File: config.mk
export PLATFORM = sky130hd
export DESIGN_NAME = plab4_net_router_domain_sched
export DESIGN_NICKNAME = d
export VERILOG_FILES = /design/src/rtl/plab4_net_router_domain_sched_pkg.sv /design/src/rtl/plab4_net_router_domain_sched.sv
export SDC_FILE = /design/constraint.sdc
export NUM_CORES = 1
export LEC_CHECK = 0
export CORE_AREA = 5 5 42 44
export CTS_CLUSTER_DIAMETER = 200
export DETAILED_ROUTE_END_ITERATION = 12
export DIE_AREA = 0 0 47 49
export GPL_TIMING_DRIVEN = 0
export PLACE_DENSITY_LB_ADDON = 0.2
export RECOVER_POWER = 50
export SYNTH_ARGS = -nofsm -noshare
export SYNTH_HDL_FRONTEND = slang
export SYNTH_SLANG_ARGS = --single-unit
File: constraint.sdc
create_clock -name clk -period 2.05 [get_ports clk]
set_clock_uncertainty 0.2 [all_clocks]
set_input_delay 0.205 -clock clk [delete_from_list [all_inputs] [get_ports clk]]
set_output_delay 0.205 -clock clk [all_outputs]
set_load 0.05 [all_outputs]
File: src/rtl/plab4_net_router_domain_sched_pkg.sv
// Shared plab4_net constants used by the router domain scheduler.
// Domain and scheduling-mode encodings.
package plab4_net_router_domain_sched_pkg;

    localparam logic DOM_D1 = 1'b0;
    localparam logic DOM_D2 = 1'b1;

    localparam int MODE_RR  = 0;
    localparam int MODE_TDM = 1;

endpackage

File: src/rtl/plab4_net_router_domain_sched.sv
// Router domain scheduler: picks which security domain drives the
// output-port requests and steers the returned grants back to it.
module plab4_net_router_domain_sched
    import plab4_net_router_domain_sched_pkg::*;
#(
    parameter int p_mode        = MODE_RR,
    parameter int p_slot_cycles = 4,
    parameter int c_cnt_nbits   = $clog2(p_slot_cycles)
) (
    input  logic       clk,
    input  logic       reset,
    input  logic [2:0] reqs_d1,
    input  logic [2:0] reqs_d2,
    output logic [2:0] reqs,
    input  logic [2:0] grants,
    output logic [2:0] grants_d1,
    output logic [2:0] grants_d2,
    output logic       domain
);

    logic w_dom;

    generate
        if (p_mode == MODE_TDM) begin : g_tdm
            localparam logic [c_cnt_nbits-1:0] CntLast =
                c_cnt_nbits'(p_slot_cycles - 1);

            logic                   r_owner;
            logic [c_cnt_nbits-1:0] r_cnt;

            // Slots rotate on a fixed schedule, independent of traffic.
            always_ff @(posedge clk or posedge reset) begin
                if (reset) begin
                    r_owner <= DOM_D1;
                    r_cnt   <= '0;
                end else if (r_cnt == CntLast) begin
                    r_owner <= ~r_owner;
                    r_cnt   <= '0;
                end else begin
                    r_cnt   <= r_cnt + 1'b1;
                end
            end

            assign w_dom = r_owner;
        end else begin : g_rr
            logic r_prio;
            logic w_any1;
            logic w_any2;
            logic w_fire;

            assign w_any1 = |reqs_d1;
            assign w_any2 = |reqs_d2;
            assign w_fire = |(reqs & grants);

            always_comb begin
                w_dom = r_prio;
                unique case (1'b1)
                    (w_any1 && !w_any2): w_dom = DOM_D1;
                    (!w_any1 && w_any2): w_dom = DOM_D2;
                    default:             w_dom = r_prio;
                endcase
            end

            // Priority only moves on a completed handshake.
            always_ff @(posedge clk or posedge reset) begin
                if (reset) begin
                    r_prio <= DOM_D1;
                end else if (w_fire) begin
                    r_prio <= ~w_dom;
                end
            end
        end
    endgenerate

    assign domain    = reset ? DOM_D1 : w_dom;
    assign reqs      = reset ? 3'b000 :
                       (w_dom == DOM_D2) ? reqs_d2 : reqs_d1;
    assign grants_d1 = (reset || w_dom == DOM_D2) ? 3'b000 : grants;
    assign grants_d2 = (!reset && w_dom == DOM_D2) ? grants : 3'b000;

endmodule

Word level (Yosys, flattened, before mapping)
Cells that the tools add are included.
{"block": "totals", "ff_bits": 1, "latchBits": 0, "mem_bits_rw": 0, "romBits": 0, "inputBits": 11, "out_inout_bits": 10, "wordCells": 19, "mem_count": 0}
{"block": "op_classes", "addsub": 0, "multipliers": 0, "div_mod_pow": 0, "order_cmp": 0, "n_eq_ne": 0, "shift": 0, "muxes": 6, "bitwise": 2, "n_reduce_logical": 10}
{"cell": "two-way mux 3 bit", "n": 4}
{"cell": "OR reduction 3 bit", "n": 3}
{"cell": "AND 3 bit", "n": 1}
{"cell": "logical AND 1 bit", "n": 3}
{"cell": "zero test 1 bit", "n": 3}
{"cell": "case mux 1 bit (2 select lines)", "n": 1}
{"cell": "logical OR 1 bit", "n": 1}
{"cell": "two-way mux 1 bit", "n": 1}
{"cell": "NOT 1 bit", "n": 1}

Logic depth before layout (Yosys ltp)
{"block": "logic_depth", "depth_word": 8, "mapped_depth": 7, "ltp_nobuf": 7}

Least setup slack after synthesis
OpenSTA, ideal clock, no wires.
{"block": "synth_path", "path_type": "in2reg", "startpoint": "input reqs_d2[2]", "endpoint": "register g_rr.r_prio", "setup_time_ns": 0.124, "arrival_time_ns": 2.689, "required_ns": 1.726, "slack_ns": -0.963, "stages": 6, "path_buffers": 0, "cell_sequence": "or3_1 ha_1 mux2i_4 mux2i_1 a32oi_2 a211o_1"}
{"block": "synth_via", "elab_chain_len": 8, "elab_cells_between_ends": 10, "classes_between": "3 x mux; 2 x bitwise; 5 x reduce/logical"}
{"item": "from (decl)", "line_no": "plab4_net_router_domain_sched.sv:13", "text": "input logic [2:0] reqs_d2,"}
{"item": "OR reduction 3 bit (*)", "line_no": "plab4_net_router_domain_sched.sv:52", "text": "assign w_any2 = |reqs_d2;"}
{"item": "zero test 1 bit", "line_no": "plab4_net_router_domain_sched.sv:58", "text": "(w_any1 && !w_any2): w_dom = DOM_D1;"}
{"item": "logical AND 1 bit", "line_no": "plab4_net_router_domain_sched.sv:58"}
{"item": "case mux 1 bit (2 select lines) (*)", "line_no": "plab4_net_router_domain_sched.sv:57", "text": "unique case (1'b1)"}
{"item": "two-way mux 3 bit (*)", "line_no": "plab4_net_router_domain_sched.sv:77", "text": "(w_dom == DOM_D2) ? reqs_d2 : reqs_d1;"}
{"item": "two-way mux 3 bit (*)", "line_no": "plab4_net_router_domain_sched.sv:76", "text": "assign reqs = reset ? 3'b000 :"}
{"item": "net reqs[0]", "line_no": "plab4_net_router_domain_sched.sv:14", "text": "output logic [2:0] reqs,"}
{"item": "AND 3 bit (*)", "line_no": "plab4_net_router_domain_sched.sv:53", "text": "assign w_fire = |(reqs & grants);"}
{"item": "OR reduction 3 bit (*)", "line_no": "plab4_net_router_domain_sched.sv:53"}
{"item": "to (signal assigned)", "line_no": "plab4_net_router_domain_sched.sv:69", "text": "r_prio <= ~w_dom;"}
{"item": "to (decl)", "line_no": "plab4_net_router_domain_sched.sv:46", "text": "logic r_prio;"}
The timed path passes the listed nets; every way through them passes the cells marked *.
A chain may end at the register's enable or synchronous reset.

Final worst setup path
{"block": "layout_path", "startpoint": "input reqs_d2[2]", "endpoint": "register g_rr.r_prio"}
{"block": "layout_via", "elab_chain_len": 8, "elab_cells_between_ends": 10, "classes_between": "3 x mux; 2 x bitwise; 5 x reduce/logical"}
{"item": "OR reduction 3 bit", "line_no": "plab4_net_router_domain_sched.sv:52"}
{"item": "zero test 1 bit", "line_no": "plab4_net_router_domain_sched.sv:58"}
{"item": "logical AND 1 bit", "line_no": "plab4_net_router_domain_sched.sv:58"}
{"item": "case mux 1 bit (2 select lines)", "line_no": "plab4_net_router_domain_sched.sv:57"}
{"item": "two-way mux 3 bit", "line_no": "plab4_net_router_domain_sched.sv:77"}
{"item": "two-way mux 3 bit", "line_no": "plab4_net_router_domain_sched.sv:76"}
{"item": "AND 3 bit", "line_no": "plab4_net_router_domain_sched.sv:53"}
{"item": "OR reduction 3 bit", "line_no": "plab4_net_router_domain_sched.sv:53"}
Several ways; a longest one is shown, not always the timed one.

==> key figures <==
Floorplanning
  • FP Rows: 14
  • # IOs: 21
  • Full die area: 2303 sq um
  • Die H: 49 um
  • Die Wd: 47 um
  • Initial Util: 0.1607
  • Total core area: 1401 sq um

Final layout
  • Fraction of layout cells with a size suffix above 1: 0.7593
  • # fillers: 148
  • Max reg flops: 1
  • # diodes: 0
  • Multi-input logic area: 331.6 sq um
  • Most flops, register: g_rr.r_prio
  • Nets@finish: 68
  • Reg area: 25.02 sq um
  • Top Registers: g_rr.r_prio: 1 flops
  • Area grow syn2layout: 182.2%

Min path
  • Worst hold path type: reg2reg

Setup path
  • Worst setup path start: reqs_d2[2]
  • Worst Setup Start Kind: input pin
  • Reg-to-reg slack, setup: 220 ps
  • Crit path max-delay family: compound AO/OA/AOI/OAI gates
  • Largest stage delay on the critical path: 380 ps
  • Crit Reg-Reg Startpoint: g_rr.r_prio
  • Worst-case reg-to-reg path depth: 5
  • Worst r2r dst: g_rr.r_prio
  • CP max-delay cell: or3_4
  • Worst setup path end: g_rr.r_prio
  • CP max FO: 4
  • Worst endpoint data arrival time: 2040 ps
  • Setup crit end kind: flop
  • CP Class: in2reg
  • Critical path required time: 1730 ps
  • Crit path cell chain: buf_8 > or3_4 > ha_4 > mux2i_2 > a221o_1 > a32oi_4 > nor3_2 > a211o_1
  • Stages on worst setup path: 8
  • CP bufs+invs: 1

Pwr
  • Power Total: 556.9 uW
  • Cell leakage power: 0.0002599 uW
  • Maximum vdd drop: 0.3410 mV
  • Pwr per Cell Area: 876.2 nW/um^2

Place
  • Routability Congestion: 0.7202
  • HPWL Detailed: 631.2 um
  • IO Port Bufs: 20

STA
  • Achievable frequency: 423.3 MHz
  • Unrepaired setup endpoints after global routing: yes
  • Final max-slew violation count: 0
  • Tmin final: 2362 ps
  • Worst Tran Pin Value: 376.3 ps
  • Worst slew margin: 0.7483
  • Hold Slack: 427.6 ps
  • Setup TNS: -2082 ps
  • Final hold viol count: 0
  • Final worst slack: -312.4 ps
  • Setup violators final: 11
  • Fin crit share: 1.152

Synthesis
  • #FFs+latches synth: 1
  • Post-synthesis sequential area ratio: 0.1111
  • Synthesized cell area: 225.2 sq um
  • Post-synth cell types: 17
  • Syn Inst Count: 27
  • Syn Nets: 39
  • Post-Syn Area per Cell: 8.341 sq um
  • Syn. warnings: 0

Clocking
  • Worst-Skew Late Latency: 0 ps
  • Clock transition at path regs: 0 ps

Route
  • Starting DRT DRC Count: 3
  • Via count: 323
  • Antenna-violating nets left: 0
  • First-pass DRT Iterations: 2
  • DRT Wirelength: 919 um
  • DRC: 0
  • Vias per cell: 4.614
  • Avg WL per Cell: 13.13 um

Global route
  • Vias in the first global route: 354
  • Initial antenna violation count: 0
  • Total Routing Usage GR: 0.08515
  • Largest net degree at the start of global routing: 7
  • Global route overflow: 0
  • First-pass GRT wire length: 1.566 mm

Run status
  • Status: complete, but fails checks
  • Failing checks: negative setup slack

Flow run
  • # Max-Cap Violations: 0
-- cell families (layout without fill, tap and decap cells) --
family / Yosys count / in the layout / synth area share
AO/OA/AOI/OAI: 4 / 4 / 0.1889
adder cells (fa/ha/maj): 1 / 1 / 0.05555
buffers and inverters: 1 / 27 / 0.01665
flip-flops: 1 / 1 / 0.1111
multiplexers: 4 / 5 / 0.2333
AND/OR/NAND/NOR: 16 / 16 / 0.3945
-- how the worst min path moves through the flow --
stage	slack, ps	start	depth (start not counted)	end
2_1_floorplan	-240	reset	1	g_rr.r_prio
3_3_place_gp	370	g_rr.r_prio	1	g_rr.r_prio
3_5_place_dp	370	g_rr.r_prio	1	g_rr.r_prio
4_1_cts	440	g_rr.r_prio	1	g_rr.r_prio
5_1_grt	450	g_rr.r_prio	1	g_rr.r_prio
6_report	430	g_rr.r_prio	1	g_rr.r_prio
-- Yosys cell counts, drive strengths merged --
cell type  count  share of area
mux2i          4           0.23
and2           3          0.083
and3           3          0.083
nor2           3          0.050
nand2b         2          0.056
nor3           2          0.044
a211o          1          0.039
a221o          1          0.044
a22oi          1          0.033
a32oi          1          0.072
dfrtp          1           0.11
ha             1          0.056
inv            1          0.017
nand2          1          0.017
nor3b          1          0.033
or3            1          0.028
-- area by class of cell --
type                    instances  area share
inverters                       1    0.005906
multi-input cells              26      0.5217
flip-flops and latches          1     0.03937
well taps                      16     0.03150
repair buffers                 26      0.4016
-- what timing repair did --
item                       in CTS  in global routing
cloned                          1                  0
hold buffers                    0                  0
setup endpoints to repair      11                 11
buffers inserted                5                  1
pin swaps                      10                  2
resized for setup             102                  6
-- layer usage --
layer,share of wire,vias up,global-route usage
met3,0.079,0,0.003690
li1,-,159,-
met1,0.39,151,0.1096
met2,0.53,13,0.1584
met4,0,0,0
met5,0,-,0
-- report_power, final --
group          switching [uW]  internal, uW  total [uW]
logic                     257           250         507
registers                19.4          30.2        49.6
clock network               0             0           0
-- per-stage QoR --
step / util / cells / worst slack, ps / area, sq um
floorplan: - / 27 / -430.9 / 276.5
global placement: 0.3545 / 63 / -1305 / 496.7
detailed placement: 0.3545 / 63 / -1286 / 496.7
CTS: 0.4339 / 69 / -304.8 / 608.1
global route: 0.4536 / 70 / -385.7 / 635.6
finish: 0.4536 / 70 / -312.4 / 635.6
-- cells in the final DEF (no fill, tap or decap), types with 2 or more instances in the layout --
cell type	synthesis	routed
buf_8	0	3
buf_6	0	7
and2_4	0	2
nor2_4	0	3
nand2b_1	2	2
and3_2	0	3
clkdlybuf4s50_1	0	3
buf_4	0	8
mux2i_4	1	4
-- worst reg2reg max path, stage by stage, from the launching register on --
cell and delay [ps]:
dfrtp_1 440, mux2i_2 140, a221o_1 320, a32oi_4 280, nor3_2 70, a211o_1 260
(Power assumes the default switching activity.)
